<file path="src/rtl/fb_rect_fill_if.sv">
// rtl/fb_rect_fill_if.sv - fill command inputs and framebuffer pixel-write outputs
// Coordinates are signed so corners may lie off-screen.
interface fb_rect_fill_if #(
  parameter int CORDW = 16,
  parameter int CIDXW = 4
);
  logic                    start;
  logic signed [CORDW-1:0] x0;
  logic signed [CORDW-1:0] y0;
  logic signed [CORDW-1:0] x1;
  logic signed [CORDW-1:0] y1;
  logic [CIDXW-1:0]        cidx_in;
  logic                    fb_busy;
  logic                    we;
  logic signed [CORDW-1:0] x;
  logic signed [CORDW-1:0] y;
  logic [CIDXW-1:0]        cidx;
  logic                    drawing;
  logic                    done;

  modport master (
    output start, x0, y0, x1, y1, cidx_in, fb_busy,
    input  we, x, y, cidx, drawing, done
  );

  modport slave (
    input  start, x0, y0, x1, y1, cidx_in, fb_busy,
    output we, x, y, cidx, drawing, done
  );
endinterface

</file>
<file path="src/rtl/fb_rect_fill.sv">
// rtl/fb_rect_fill.sv - row-major rectangle fill engine on the framebuffer write port
// Optional on-screen clipping is enabled by defining FB_RECT_FILL_CLIP_EN.
module fb_rect_fill #(
  parameter int CORDW  = 16,
  parameter int WIDTH  = 320,
  parameter int HEIGHT = 180,
  parameter int CIDXW  = 4
) (
  input  logic          clk_sys,
  input  logic          rst_sys_n,
  fb_rect_fill_if.slave bus
);

  if (WIDTH < 1 || HEIGHT < 1) begin : g_bad_dims
    $error("fb_rect_fill: WIDTH and HEIGHT must be positive");
  end

  typedef enum logic [1:0] {S_IDLE, S_INIT, S_DRAW, S_DONE} state_t;

  state_t r_state, w_state_next;

  logic signed [CORDW-1:0] r_x0, r_y0, r_x1, r_y1;
  logic signed [CORDW-1:0] r_xa, r_xb, r_ya, r_yb;
  logic signed [CORDW-1:0] r_cx, r_cy;
  logic signed [CORDW-1:0] r_x, r_y;
  logic [CIDXW-1:0]        r_cidx;
  logic                    r_we, r_drawing, r_done;

  logic signed [CORDW-1:0] w_xa, w_xb, w_ya, w_yb;
  logic                    w_empty, w_last;

`ifdef FB_RECT_FILL_CLIP_EN
  localparam logic signed [CORDW-1:0] C_ZERO = '0;
  localparam logic signed [CORDW-1:0] C_XMAX = CORDW'(WIDTH - 1);
  localparam logic signed [CORDW-1:0] C_YMAX = CORDW'(HEIGHT - 1);
`endif

  // Normalise corners from the latched command; clamp to the screen when clipping.
  always_comb begin
    w_xa = (r_x0 < r_x1) ? r_x0 : r_x1;
    w_xb = (r_x0 < r_x1) ? r_x1 : r_x0;
    w_ya = (r_y0 < r_y1) ? r_y0 : r_y1;
    w_yb = (r_y0 < r_y1) ? r_y1 : r_y0;
`ifdef FB_RECT_FILL_CLIP_EN
    if (w_xa < C_ZERO) w_xa = C_ZERO;
    if (w_ya < C_ZERO) w_ya = C_ZERO;
    if (w_xb > C_XMAX) w_xb = C_XMAX;
    if (w_yb > C_YMAX) w_yb = C_YMAX;
    w_empty = (w_xa > w_xb) || (w_ya > w_yb);
`else
    w_empty = 1'b0;
`endif
  end

  assign w_last = (r_cx == r_xb) && (r_cy == r_yb);

  always_ff @(posedge clk_sys) begin
    if (!rst_sys_n) r_state <= S_IDLE;
    else            r_state <= w_state_next;
  end

  always_comb begin
    w_state_next = r_state;
    case (r_state)
      S_IDLE:  if (bus.start) w_state_next = S_INIT;
      S_INIT:  w_state_next = w_empty ? S_DONE : S_DRAW;
      S_DRAW:  if (!bus.fb_busy && w_last) w_state_next = S_DONE;
      S_DONE:  w_state_next = S_IDLE;
      default: w_state_next = S_IDLE;
    endcase
  end

  // Iterator (r_cx/r_cy) runs one pixel ahead of the registered write (r_x/r_y).
  always_ff @(posedge clk_sys) begin
    if (!rst_sys_n) begin
      r_we      <= 1'b0;
      r_drawing <= 1'b0;
      r_done    <= 1'b0;
      r_x       <= '0;
      r_y       <= '0;
      r_cidx    <= '0;
    end else begin
      r_we   <= 1'b0;
      r_done <= 1'b0;
      case (r_state)
        S_IDLE: begin
          if (bus.start) begin
            r_x0   <= bus.x0;
            r_y0   <= bus.y0;
            r_x1   <= bus.x1;
            r_y1   <= bus.y1;
            r_cidx <= bus.cidx_in;
          end
        end
        S_INIT: begin
          r_xa      <= w_xa;
          r_xb      <= w_xb;
          r_ya      <= w_ya;
          r_yb      <= w_yb;
          r_cx      <= w_xa;
          r_cy      <= w_ya;
          r_x       <= w_xa;
          r_y       <= w_ya;
          r_drawing <= 1'b1;
        end
        S_DRAW: begin
          if (!bus.fb_busy) begin
            r_we <= 1'b1;
            r_x  <= r_cx;
            r_y  <= r_cy;
            if (r_cx == r_xb) begin
              r_cx <= r_xa;
              r_cy <= r_cy + CORDW'(1);
            end else begin
              r_cx <= r_cx + CORDW'(1);
            end
          end
        end
        S_DONE: begin
          r_drawing <= 1'b0;
          r_done    <= 1'b1;
        end
        default: ;
      endcase
    end
  end

  assign bus.we      = r_we;
  assign bus.x       = r_x;
  assign bus.y       = r_y;
  assign bus.cidx    = r_cidx;
  assign bus.drawing = r_drawing;
  assign bus.done    = r_done;

endmodule

</file>
<file path="src/flat_wrapper.sv">
// flat-port wrapper written by rule: the top's interface ports become plain ports
module fb_rect_fill_flat 
#(
  parameter int CORDW  = 16,
  parameter int WIDTH  = 320,
  parameter int HEIGHT = 180,
  parameter int CIDXW  = 4
)
  (clk_sys, rst_sys_n, bus_start, bus_x0, bus_y0, bus_x1, bus_y1, bus_cidx_in, bus_fb_busy, bus_we, bus_x, bus_y, bus_cidx, bus_drawing, bus_done);
  fb_rect_fill_if #(.CORDW(CORDW), .CIDXW(CIDXW)) bus_i ();
  input  logic clk_sys;
  input  logic rst_sys_n;
  input wire logic [$bits(bus_i.start)-1:0] bus_start;
  input wire logic [$bits(bus_i.x0)-1:0] bus_x0;
  input wire logic [$bits(bus_i.y0)-1:0] bus_y0;
  input wire logic [$bits(bus_i.x1)-1:0] bus_x1;
  input wire logic [$bits(bus_i.y1)-1:0] bus_y1;
  input wire logic [$bits(bus_i.cidx_in)-1:0] bus_cidx_in;
  input wire logic [$bits(bus_i.fb_busy)-1:0] bus_fb_busy;
  output wire logic [$bits(bus_i.we)-1:0] bus_we;
  output wire logic [$bits(bus_i.x)-1:0] bus_x;
  output wire logic [$bits(bus_i.y)-1:0] bus_y;
  output wire logic [$bits(bus_i.cidx)-1:0] bus_cidx;
  output wire logic [$bits(bus_i.drawing)-1:0] bus_drawing;
  output wire logic [$bits(bus_i.done)-1:0] bus_done;
  assign bus_i.start = bus_start;
  assign bus_i.x0 = bus_x0;
  assign bus_i.y0 = bus_y0;
  assign bus_i.x1 = bus_x1;
  assign bus_i.y1 = bus_y1;
  assign bus_i.cidx_in = bus_cidx_in;
  assign bus_i.fb_busy = bus_fb_busy;
  assign bus_we = bus_i.we;
  assign bus_x = bus_i.x;
  assign bus_y = bus_i.y;
  assign bus_cidx = bus_i.cidx;
  assign bus_drawing = bus_i.drawing;
  assign bus_done = bus_i.done;
  fb_rect_fill #(.CORDW(CORDW), .WIDTH(WIDTH), .HEIGHT(HEIGHT), .CIDXW(CIDXW)) u_core (.clk_sys(clk_sys), .rst_sys_n(rst_sys_n), .bus(bus_i));
endmodule
</file>
<file path="config.mk">
export PLATFORM = sky130hd
export DESIGN_NAME = fb_rect_fill_flat
export DESIGN_NICKNAME = d
export VERILOG_FILES = /design/src/rtl/fb_rect_fill_if.sv /design/src/rtl/fb_rect_fill.sv /design/src/flat_wrapper.sv
export SDC_FILE = /design/constraint.sdc
export NUM_CORES = 1
export LEC_CHECK = 0
export BUFFER_PORTS_ARGS = -buffer_cell sky130_fd_sc_hd__buf_4
export CORE_MARGIN = 5
export CORE_UTILIZATION = 45
export CTS_CLUSTER_DIAMETER = 30
export DETAILED_ROUTE_END_ITERATION = 8
export GPL_TIMING_DRIVEN = 0
export SLEW_MARGIN = 5
export SYNTH_ARGS = -nofsm -noshare
export SYNTH_HDL_FRONTEND = slang
export SYNTH_SLANG_ARGS = --single-unit
</file>
<file path="constraint.sdc">
create_clock -name clk_sys -period 5.8 [get_ports clk_sys]
set_input_delay 0.29 -clock clk_sys [delete_from_list [all_inputs] [get_ports clk_sys]]
set_output_delay 0.29 -clock clk_sys [all_outputs]
set_load 0.01 [all_outputs]
</file>
==> summary.md <==
| Metric | Value |
|---|---|
| Final Cycle Share | 54.1% |
| Area share of the largest cell type after synthesis | 47.2% |
| Synth warnings | 0 |
| Clock Pin Slew Worst Setup and Hold Paths | 0.07 ns |
| Xor/xnor cell area share of the yosys netlist | 5.64% |
| Post-Syn Area | 9160 um2 |
| Minimum clock period | 3.14 ns |
| F_max | 319 MHz |
| Synth Area in Adders | 4.92% |
| Port bufs | 109 |
| Htree depth | 4 |
| Worst Hold Class | in -> reg |
| WL met2 | 10700 um |
| Num rows | 52 |
| Fin nets | 1038 |
| Final WL | 24400 um |
| Final setup viols | 0 |
| Residual DRC | 0 |
| Post-Place Setup Slack | 2.76 ns |
| Hold Fails Final Rpt | 0 |
| First-pass GRT wire length | 37400 um |
| Syn_nets | 905 |
| EDFF count, synth | 144 |
| Vias in the first global route | 6526 |
| Hold buffers post-CTS | 0 |
| Peak supply drop | 0.000250 V |
| Post-Route M1 WL | 11700 um |
| Share of cells above drive strength 1 | 17.6% |
| Complex-gate fraction of the synthesized area | 13.5% |
| Critical path class | reg -> reg |
| Chip width | 153 um |
| Placer Congestion | 0.900 |
| Final Max Tran Viols | 0 |
| Combinational family with the most area after synthesis | compound AO/OA/AOI/OAI gates |
| DRT iter0 DRCs | 616 |
| Routed vias/inst | 5.62 |
| Required time worst endpoint | 5.95 ns |
| Top-count cell post-synth | edfxtp_1 |
| Synth Area per Inst | 11.5 um2 |
| Setup slack after layout | 2.66 ns |
| Outcome | completed |
| CORE AREA | 20100 um2 |
| Max cap viols | 0 |
| FF-to-FF setup slack | 2.66 ns |
| TritonCTS buffer count | 17 |
| Iteration count of the initial detailed-routing pass | 5 |
| Antenna violations before repair | 0 |
| Unique cell type count in the Yosys netlist | 56 |
| Power Dens Cells | 469 nW/um2 |
| Main synth FF type | edfxtp_1 |
| CTS root buf | clkbuf_16 |
| Filler cell count | 1768 |
| Clock latency on the worst-skew pair | 0.44 ns |
| Hold WS | 0.0259 ns |
| Synthesized instance count | 797 |
| Worst-Margin Slew | 0.775 ns |
| Post-synthesis async set-or-reset flop share | 0% |
| IO Count | 111 |
| Syn-to-layout area delta | 20.6% |
| CP Launch Type | flop |
| Diode count | 0 |
| Final Power | 5.18 mW |
| Gr ovfl total | 0 |
| Synth top area cells | edfxtp_1 47%, dfxtp_1 9.0%, ha_1 4.9% |
| Multiplexer area fraction after synthesis | 5.82% |
| Unrepaired setup endpoints after global routing | false |
| Critical path endpoint category | flop |
| WP data arrival | 3.29 ns |
| CTS tree | done |
| Cell taking the most area after synthesis | edfxtp_1 |
| Largest net degree at the start of global routing | 36 |
| Post-CTS setup buffer count | 0 |
| Routed Antenna Nets | 0 |
| Routed via count | 6811 |
| Chip height | 153 um |
| Clock sinks | 185 |
| Routed length per instance | 20.1 um |
| Met3 wire length | 1580 um |
| Number of synthesized register bits | 185 |
| Synth Area in Simple Gates | 9.88% |
| Setup TNS | 0 ns |
| Die area | 23300 um2 |
| Skew final | 0.0134 ns |
| Post-cts resize count | 0 |
| DP Wirelength | 17900 um |
| Maximum clock insertion buffer count | 2 |
| Initial Util | 45.6% |
| Leak | 4.31 nW |
| CP Max Fanout | 10 |
| Slew HR | 48.3% |
| Max Used Layer | met4 |
| Total GRT Usage | 20.7% |
| Seq/Total Area, Yosys | 56.2% |
| Synth cell count leaders | 144 x edfxtp_1, 79 x nand2_1, 47 x inv_1 |
-- sequential cells by signal (all words and copies together), names as in the netlist --
signal	cells
u_core.r_xb	16
u_core.bus.cidx	4
u_core.bus.done	1
u_core.bus.we	1
u_core.r_yb	16
u_core.r_y1	16
u_core.r_cx	16
u_core.r_x0	16
u_core.r_xa	16
u_core.bus.drawing	1
u_core.bus.x	16
u_core.r_y0	16
u_core.r_x1	16
u_core.bus.y	16
u_core.r_cy	16
u_core.r_state	2
-- power breakdown --
part           leakage, nW  internal, mW  switching, mW
combinational         2.35         0.715           1.12
sequential            1.66          1.85          0.242
clock                0.301         0.746          0.506
-- kinds of logic (layout without fill, tap and decap cells) --
group           count (synthesis)  in the layout
compound gates                187            187
xor+xnor                       59             59
fa+ha+maj                      36             36
buf+inv                        92            238
flops                         185            185
mux                            52             52
simple gates                  186            186
-- placed cells by master, fill, tap and decap left out, types with 21 or more instances in the layout --
master,count
edfxtp_1,144
buf_4,111
nand2_1,79
inv_1,47
xor2_1,43
mux2i_1,42
dfxtp_1,41
o21ai_1,37
ha_1,36
clkbuf_1,34
a21oi_1,30
o21ai_0,29
nor2_1,23
nand3_1,21
-- final cells by class --
class,count,area [um2],area share [%]
clock buffers,21,460,4.17
inverters,48,180,1.63
clock inverters,11,170,1.54
flip-flops and latches,185,5140,46.6
well taps,270,338,3.06
repair buffers,114,901,8.16
multi-input cells,520,3650,33.1
plain buffers,44,195,1.77
-- layer usage --
| layer | GRT usage [%] | vias up |
|---|---|---|
| met4 | 5.69 | 0 |
| met5 | 0 | - |
| met2 | 30.3 | 249 |
| met1 | 31.5 | 3289 |
| met3 | 3.78 | 32 |
| li1 | - | 3241 |
-- critical path: stages, from the launching register on --
cell	delay, ns
edfxtp_1	0.44
ha_1	0.32
nand2_1	0.07
nor3_1	0.56
a31oi_1	0.27
a31oi_2	0.46
clkbuf_1	0.58
o21ai_1	0.15
-- path summary, 6_finish.rpt --
path                              startpoint                              end  depth (start not counted)
min                                bus_x1[0]         u_core.r_x1[0]$_DFFE_PP_                          1
max                 u_core.r_y0[7]$_DFFE_PP_         u_core.r_yb[7]$_DFFE_PP_                          7
min reg2reg  u_core.bus.cidx[0]$_SDFFE_PN0P_  u_core.bus.cidx[0]$_SDFFE_PN0P_                          2
max reg2reg         u_core.r_y0[7]$_DFFE_PP_         u_core.r_yb[7]$_DFFE_PP_                          7
-- metrics by stage --
step	std cells	area, um2	util (%)
2_1_floorplan	797	9160	-
3_3_place_gp	1176	10300	51.3
3_5_place_dp	1181	10400	51.8
4_1_cts	1213	11000	54.9
5_1_grt	1213	11000	54.9
6_report	1213	11000	54.9
(Power assumes the default switching activity.)
